### config.mk
export PLATFORM = sky130hd
export DESIGN_NAME = sipo_universal_shift_reg_flat
export DESIGN_NICKNAME = d
export VERILOG_FILES = /design/src/rtl/sipo_universal_shift_reg_pkg.sv /design/src/rtl/sipo_universal_shift_reg_if.sv /design/src/rtl/sipo_universal_shift_reg_bit_counter.sv /design/src/rtl/sipo_universal_shift_reg.sv /design/src/flat_wrapper.sv
export SDC_FILE = /design/constraint.sdc
export NUM_CORES = 1
export LEC_CHECK = 0
export BUFFER_PORTS_ARGS = -buffer_cell sky130_fd_sc_hd__buf_2
export CORE_MARGIN = 3
export CORE_UTILIZATION = 35
export DETAILED_ROUTE_END_ITERATION = 12
export PLACE_DENSITY = 0.58
export SLEW_MARGIN = 20
export SYNTH_ARGS = -nofsm -noshare
export SYNTH_HDL_FRONTEND = slang
export SYNTH_SLANG_ARGS = --single-unit
### constraint.sdc
create_clock -name clk -period 1.2 [get_ports clk]
set_input_delay 0.24 -clock clk [delete_from_list [all_inputs] [get_ports clk]]
set_output_delay 0.24 -clock clk [all_outputs]
set_load 0.1 [all_outputs]
### src/rtl/sipo_universal_shift_reg_pkg.sv
// Shared constants and helpers for the universal SIPO shift register.
// Direction encodings and the bit-counter width function live here.
package sipo_pkg;

  localparam logic DIR_RIGHT = 1'b0;
  localparam logic DIR_LEFT  = 1'b1;

  function automatic int cnt_width(input int w);
    return $clog2(w);
  endfunction

endpackage

### src/rtl/sipo_universal_shift_reg_if.sv
// Bus bundle between a serial bit source / parallel word consumer and the shift register.
// The master drives control and data; the slave (the register) returns the word and status.
interface sipo_universal_shift_reg_if #(
  parameter int WIDTH = 8
) ();
  import sipo_pkg::*;

  localparam int CNT_W = cnt_width(WIDTH);

  logic             load;
  logic [WIDTH-1:0] d;
  logic             shift_en;
  logic             dir;
  logic             rotate;
  logic             serial_in;
  logic [WIDTH-1:0] q;
  logic             serial_out;
  logic             word_valid;
  logic [CNT_W-1:0] bit_cnt;

  modport master (
    output load, d, shift_en, dir, rotate, serial_in,
    input  q, serial_out, word_valid, bit_cnt
  );

  modport slave (
    input  load, d, shift_en, dir, rotate, serial_in,
    output q, serial_out, word_valid, bit_cnt
  );

endinterface

### src/rtl/sipo_universal_shift_reg_bit_counter.sv
// Counts shifts modulo WIDTH and pulses word_valid on the edge that completes a word.
// A clear (parallel load) abandons the partial word without a pulse.
module sipo_bit_counter
  import sipo_pkg::*;
#(
  parameter  int WIDTH = 8,
  localparam int CNT_W = cnt_width(WIDTH)
) (
  input  logic             clk,
  input  logic             rst,
  input  logic             clr,
  input  logic             inc,
  output logic [CNT_W-1:0] bit_cnt,
  output logic             word_valid
);

  localparam logic [CNT_W-1:0] LAST = CNT_W'(WIDTH - 1);

  logic [CNT_W-1:0] cnt_d, cnt_q;
  logic             wv_d, wv_q;

  always_comb begin
    cnt_d = cnt_q;
    wv_d  = 1'b0;
    if (clr) begin
      cnt_d = '0;
    end else if (inc) begin
      if (cnt_q == LAST) begin
        cnt_d = '0;
        wv_d  = 1'b1;
      end else begin
        cnt_d = cnt_q + CNT_W'(1);
      end
    end
  end

  always_ff @(posedge clk or posedge rst) begin
    if (rst) begin
      cnt_q <= '0;
      wv_q  <= 1'b0;
    end else begin
      cnt_q <= cnt_d;
      wv_q  <= wv_d;
    end
  end

  assign bit_cnt    = cnt_q;
  assign word_valid = wv_q;

endmodule

### src/rtl/sipo_universal_shift_reg.sv
// Parametrised universal shift register: parallel load, left/right shift or rotate,
// registered serial output, and a word counter that makes it a SIPO deserializer.
module sipo_universal_shift_reg
  import sipo_pkg::*;
#(
  parameter int WIDTH = 8
) (
  input logic                        clk,
  input logic                        rst,
  sipo_universal_shift_reg_if.slave  bus
);

  logic [WIDTH-1:0] q_d, q_q;
  logic             so_d, so_q;
  logic             in_bit;
  logic             cnt_inc;

  // The entering bit is the one leaving the opposite end when rotating, else serial_in.
  always_comb begin
    q_d    = q_q;
    so_d   = so_q;
    in_bit = bus.serial_in;
    if (bus.load) begin
      q_d = bus.d;
    end else if (bus.shift_en) begin
      if (bus.dir == DIR_RIGHT) begin
        in_bit = bus.rotate ? q_q[0] : bus.serial_in;
        so_d   = q_q[0];
        q_d    = {in_bit, q_q[WIDTH-1:1]};
      end else begin
        in_bit = bus.rotate ? q_q[WIDTH-1] : bus.serial_in;
        so_d   = q_q[WIDTH-1];
        q_d    = {q_q[WIDTH-2:0], in_bit};
      end
    end
  end

  always_ff @(posedge clk or posedge rst) begin
    if (rst) begin
      q_q  <= '0;
      so_q <= 1'b0;
    end else begin
      q_q  <= q_d;
      so_q <= so_d;
    end
  end

  assign cnt_inc = bus.shift_en & ~bus.load;

  sipo_bit_counter #(
    .WIDTH (WIDTH)
  ) u_bit_counter (
    .clk        (clk),
    .rst        (rst),
    .clr        (bus.load),
    .inc        (cnt_inc),
    .bit_cnt    (bus.bit_cnt),
    .word_valid (bus.word_valid)
  );

  assign bus.q          = q_q;
  assign bus.serial_out = so_q;

endmodule

### src/flat_wrapper.sv
// flat-port wrapper written by rule: the top's interface ports become plain ports
module sipo_universal_shift_reg_flat import sipo_pkg::*;
#(
  parameter int WIDTH = 8
)
  (clk, rst, bus_load, bus_d, bus_shift_en, bus_dir, bus_rotate, bus_serial_in, bus_q, bus_serial_out, bus_word_valid, bus_bit_cnt);
  sipo_universal_shift_reg_if #(.WIDTH(WIDTH)) bus_i ();
  input logic clk;
  input logic rst;
  input wire logic [$bits(bus_i.load)-1:0] bus_load;
  input wire logic [$bits(bus_i.d)-1:0] bus_d;
  input wire logic [$bits(bus_i.shift_en)-1:0] bus_shift_en;
  input wire logic [$bits(bus_i.dir)-1:0] bus_dir;
  input wire logic [$bits(bus_i.rotate)-1:0] bus_rotate;
  input wire logic [$bits(bus_i.serial_in)-1:0] bus_serial_in;
  output wire logic [$bits(bus_i.q)-1:0] bus_q;
  output wire logic [$bits(bus_i.serial_out)-1:0] bus_serial_out;
  output wire logic [$bits(bus_i.word_valid)-1:0] bus_word_valid;
  output wire logic [$bits(bus_i.bit_cnt)-1:0] bus_bit_cnt;
  assign bus_i.load = bus_load;
  assign bus_i.d = bus_d;
  assign bus_i.shift_en = bus_shift_en;
  assign bus_i.dir = bus_dir;
  assign bus_i.rotate = bus_rotate;
  assign bus_i.serial_in = bus_serial_in;
  assign bus_q = bus_i.q;
  assign bus_serial_out = bus_i.serial_out;
  assign bus_word_valid = bus_i.word_valid;
  assign bus_bit_cnt = bus_i.bit_cnt;
  sipo_universal_shift_reg #(.WIDTH(WIDTH)) u_core (.clk(clk), .rst(rst), .bus(bus_i));
endmodule
==> out/qor.yml <==
status: "finished, violations left"
violations: "setup timing"
nNetsFinal: 131
final_core_util_pct: 69.7
combPwrFrac_pct: 46.8
finalMaxSlewViolations: 0
h-tree-depth: 1
cp_slowest_cell: "dfrtp_4"
seq_area_frac_synth_pct: 45.4
grt_pass1_vias: 628
multi_input_area_sq_um: 378
grt_max_degree: 14
cts.sinks: 13
cts_buffers: 3
synth_top_area_share_pct: 45.4
cap_violations: 0
p_leak_nw: 0.609
diodes: 0
final-setup-viol-count: 4
grt_pass1_wl_um: 2720
switching_share_pct: 40.6
period_minus_slack_ns: 1.29
p_int_mw: 0.925
dieHeight_um: 51.3
wl_per_cell_um: 12.3
path_clk_slew_ns: 0.08
holdCritStartpoint: "bus_d[3]"
regArea_sq_um: 365
cp-end-kind: "output pin"
slew_headroom_pct: 67.6
post-place-ws_ns: 0.0265
r2r_slack_ns: -0.05
drt-total-wl_um: 1690
finalHoldViolations: 0
place.gp.congestion: 0.761
syn-cell-area_sq_um: 717
fmax_ghz: 0.778
endpoint: "bus_bit_cnt[0]"
rsz0062_at_grt: "yes"
clock-root-buffer: "clkbuf_4"
syn2layout_area_growth_pct: 77.0
drive_above_1_share_pct: 54.0
initial_core_util_pct: 39.4
drc_errors: 0
ys_types: 18
vias_per_cell: 4.62
tightest_slew_ns: 0.485
hold_path_depth: 2
cts_buffer_depth: 2
clkPwrFrac_pct: 18.0
worstHoldPathType: "input port to flip-flop"
clk_latency_ns: 0.28
r2r_cells: 5
critPathMaxStageDelay_ns: 0.49
start_kind: "flip-flop"
antenna_found_initial: 0
timing.rr.end: "u_core.u_bit_counter.bit_cnt[2]$_DFFE_PP0P_"
cts_tree: "built"
p_seq_share_pct: 35.1
ys_warn_count: 0
synth_fp_nets: 88
cp.required_ns: 0.96
fin_ws_ns: -0.0860
synth_area_leaders: "dfrtp_1, mux2i_1, a211oi_1"
dp_hpwl_um: 1240
grt_overflow: 0
avgSynthCellArea_sq_um: 10.1
row_count: 15
io_pins: 28
coreArea_sq_um: 1820
worstPathCellList: "buf_6, buf_12"
skew_ns: 0.00595
p_sw_mw: 0.632
ys_ff_latch: 13
synth_cells: 71
fp.dieArea_sq_um: 2630
fp.dieW_um: 51.3
portBuffers: 27
synth_top_cell_by_area: "dfrtp_1"
grt_usage_pct: 14.1
postRouteAntennaNets: 0
nFillCells: 155
drtIter0Drc: 4
path_class: "flip-flop to output pin"
crit_start: "u_core.u_bit_counter.bit_cnt[0]$_DFFE_PP0P_"
vias: 637
powerDensity_nw_per_um2: 1230
drt-pass1-iter-count: 2
cp_max_fo: 2
peakVddDrop_mv: 0.836
fin_crit_sh_pct: 107
worstPathArrival_ns: 1.05
r2r-start: "u_core.u_bit_counter.bit_cnt[0]$_DFFE_PP0P_"
==> synth_stat cells, drive strengths merged <==
master / n
mux2i: 10
and4: 1
nor2: 11
nor2b: 1
a211oi: 6
a21oi: 4
and2: 1
buf: 5
inv: 2
dfrtp: 13
ha: 2
and3: 1
nand2: 4
a21o: 6
o221ai: 2
nand2b: 2
==> worst min path at each step <==
stage                                                           end  slack [ns]
after floorplan           u_core.u_bit_counter.word_valid$_DFF_PP0_        0.12
after global placement    u_core.u_bit_counter.word_valid$_DFF_PP0_        0.29
after detailed placement  u_core.u_bit_counter.word_valid$_DFF_PP0_        0.28
after CTS                               u_core.bus.q[1]$_DFFE_PP0P_        0.16
after global routing                    u_core.bus.q[6]$_DFFE_PP0P_        0.17
final                                   u_core.bus.q[3]$_DFFE_PP0P_        0.16
==> cell usage in the layout (no fill, tap or decap), types with 2 or more instances in the layout <==
master / instances
o221ai_1: 2
a211oi_1: 6
nand2_1: 4
nor2_1: 10
buf_12: 13
dfrtp_4: 10
buf_4: 13
inv_1: 2
buf_6: 2
clkbuf_4: 3
a21oi_1: 4
dfrtp_2: 2
nand2b_1: 2
ha_4: 2
buf_2: 14
mux2i_1: 10
a21o_1: 6
==> sequential cells by signal (all words and copies together), names as in the netlist <==
signal / count
u_core.bus.serial_out: 1
u_core.u_bit_counter.word_valid: 1
u_core.u_bit_counter.bit_cnt: 3
u_core.bus.q: 8
==> through the flow <==
stage	setup TNS [ns]	hold slack, ns	total power, mW	area [sq um]	std cells
2_1_floorplan	-0.215	0.117	0.978	782	71
3_3_place_gp	0	0.290	1.23	1150	123
3_5_place_dp	0	0.285	1.23	1150	123
4_1_cts	-0.241	0.156	1.56	1260	138
5_1_grt	-0.400	0.171	1.62	1270	138
6_report	-0.183	0.163	1.56	1270	138
==> layer usage <==
metal  vias up  share of wire, %  track usage, %
li1        336                 -               -
met1       279                48            17.4
met2        20                44            22.3
met3         2               7.3            5.54
met4         0               1.1            5.24
met5         -                 0               0
==> power groups by stage <==
stage | registers, mW | clock network, mW | logic, mW
2_1_floorplan | 0.848 | 0 | 0.129
3_3_place_gp | 0.575 | 0 | 0.651
3_5_place_dp | 0.577 | 0 | 0.656
4_1_cts | 0.547 | 0.286 | 0.731
5_1_grt | 0.553 | 0.303 | 0.763
6_report | 0.547 | 0.281 | 0.729
==> layout make-up <==
class	instances	share of cell area, %
timing repair buffer	43	36.3
multi-input combinational	51	29.8
sequential	13	28.8
tap	25	2.47
clock buffer	4	2.07
inverter	2	0.592
==> worst max-delay path: cells and delay by family, from the launching register on <==
kind / cells / cell delay, ns
flops: 1 / 0.49
buf+inv: 2 / 0.28
==> timing repair <==
item | CTS | global route
pin swaps | 0 | 4
endpoints found under the hold margin | 13 | 0
setup endpoints to repair | 10 | 12
hold buffers | 1 | 0
gates cloned | 0 | 0
resized for setup | 1 | 2
buffers inserted | 10 | 0
==> kinds of logic after synthesis <==
family / after synthesis / share of synthesized area [%]
AOI/OAI and AO/OA: 18 / 17.8
buffers and inverters: 7 / 5.76
DFF: 13 / 45.4
and+or+nand+nor: 21 / 13.6
muxes: 10 / 14.0
adders and majority gates: 2 / 3.49
Power figures use the tool's default switching activity.
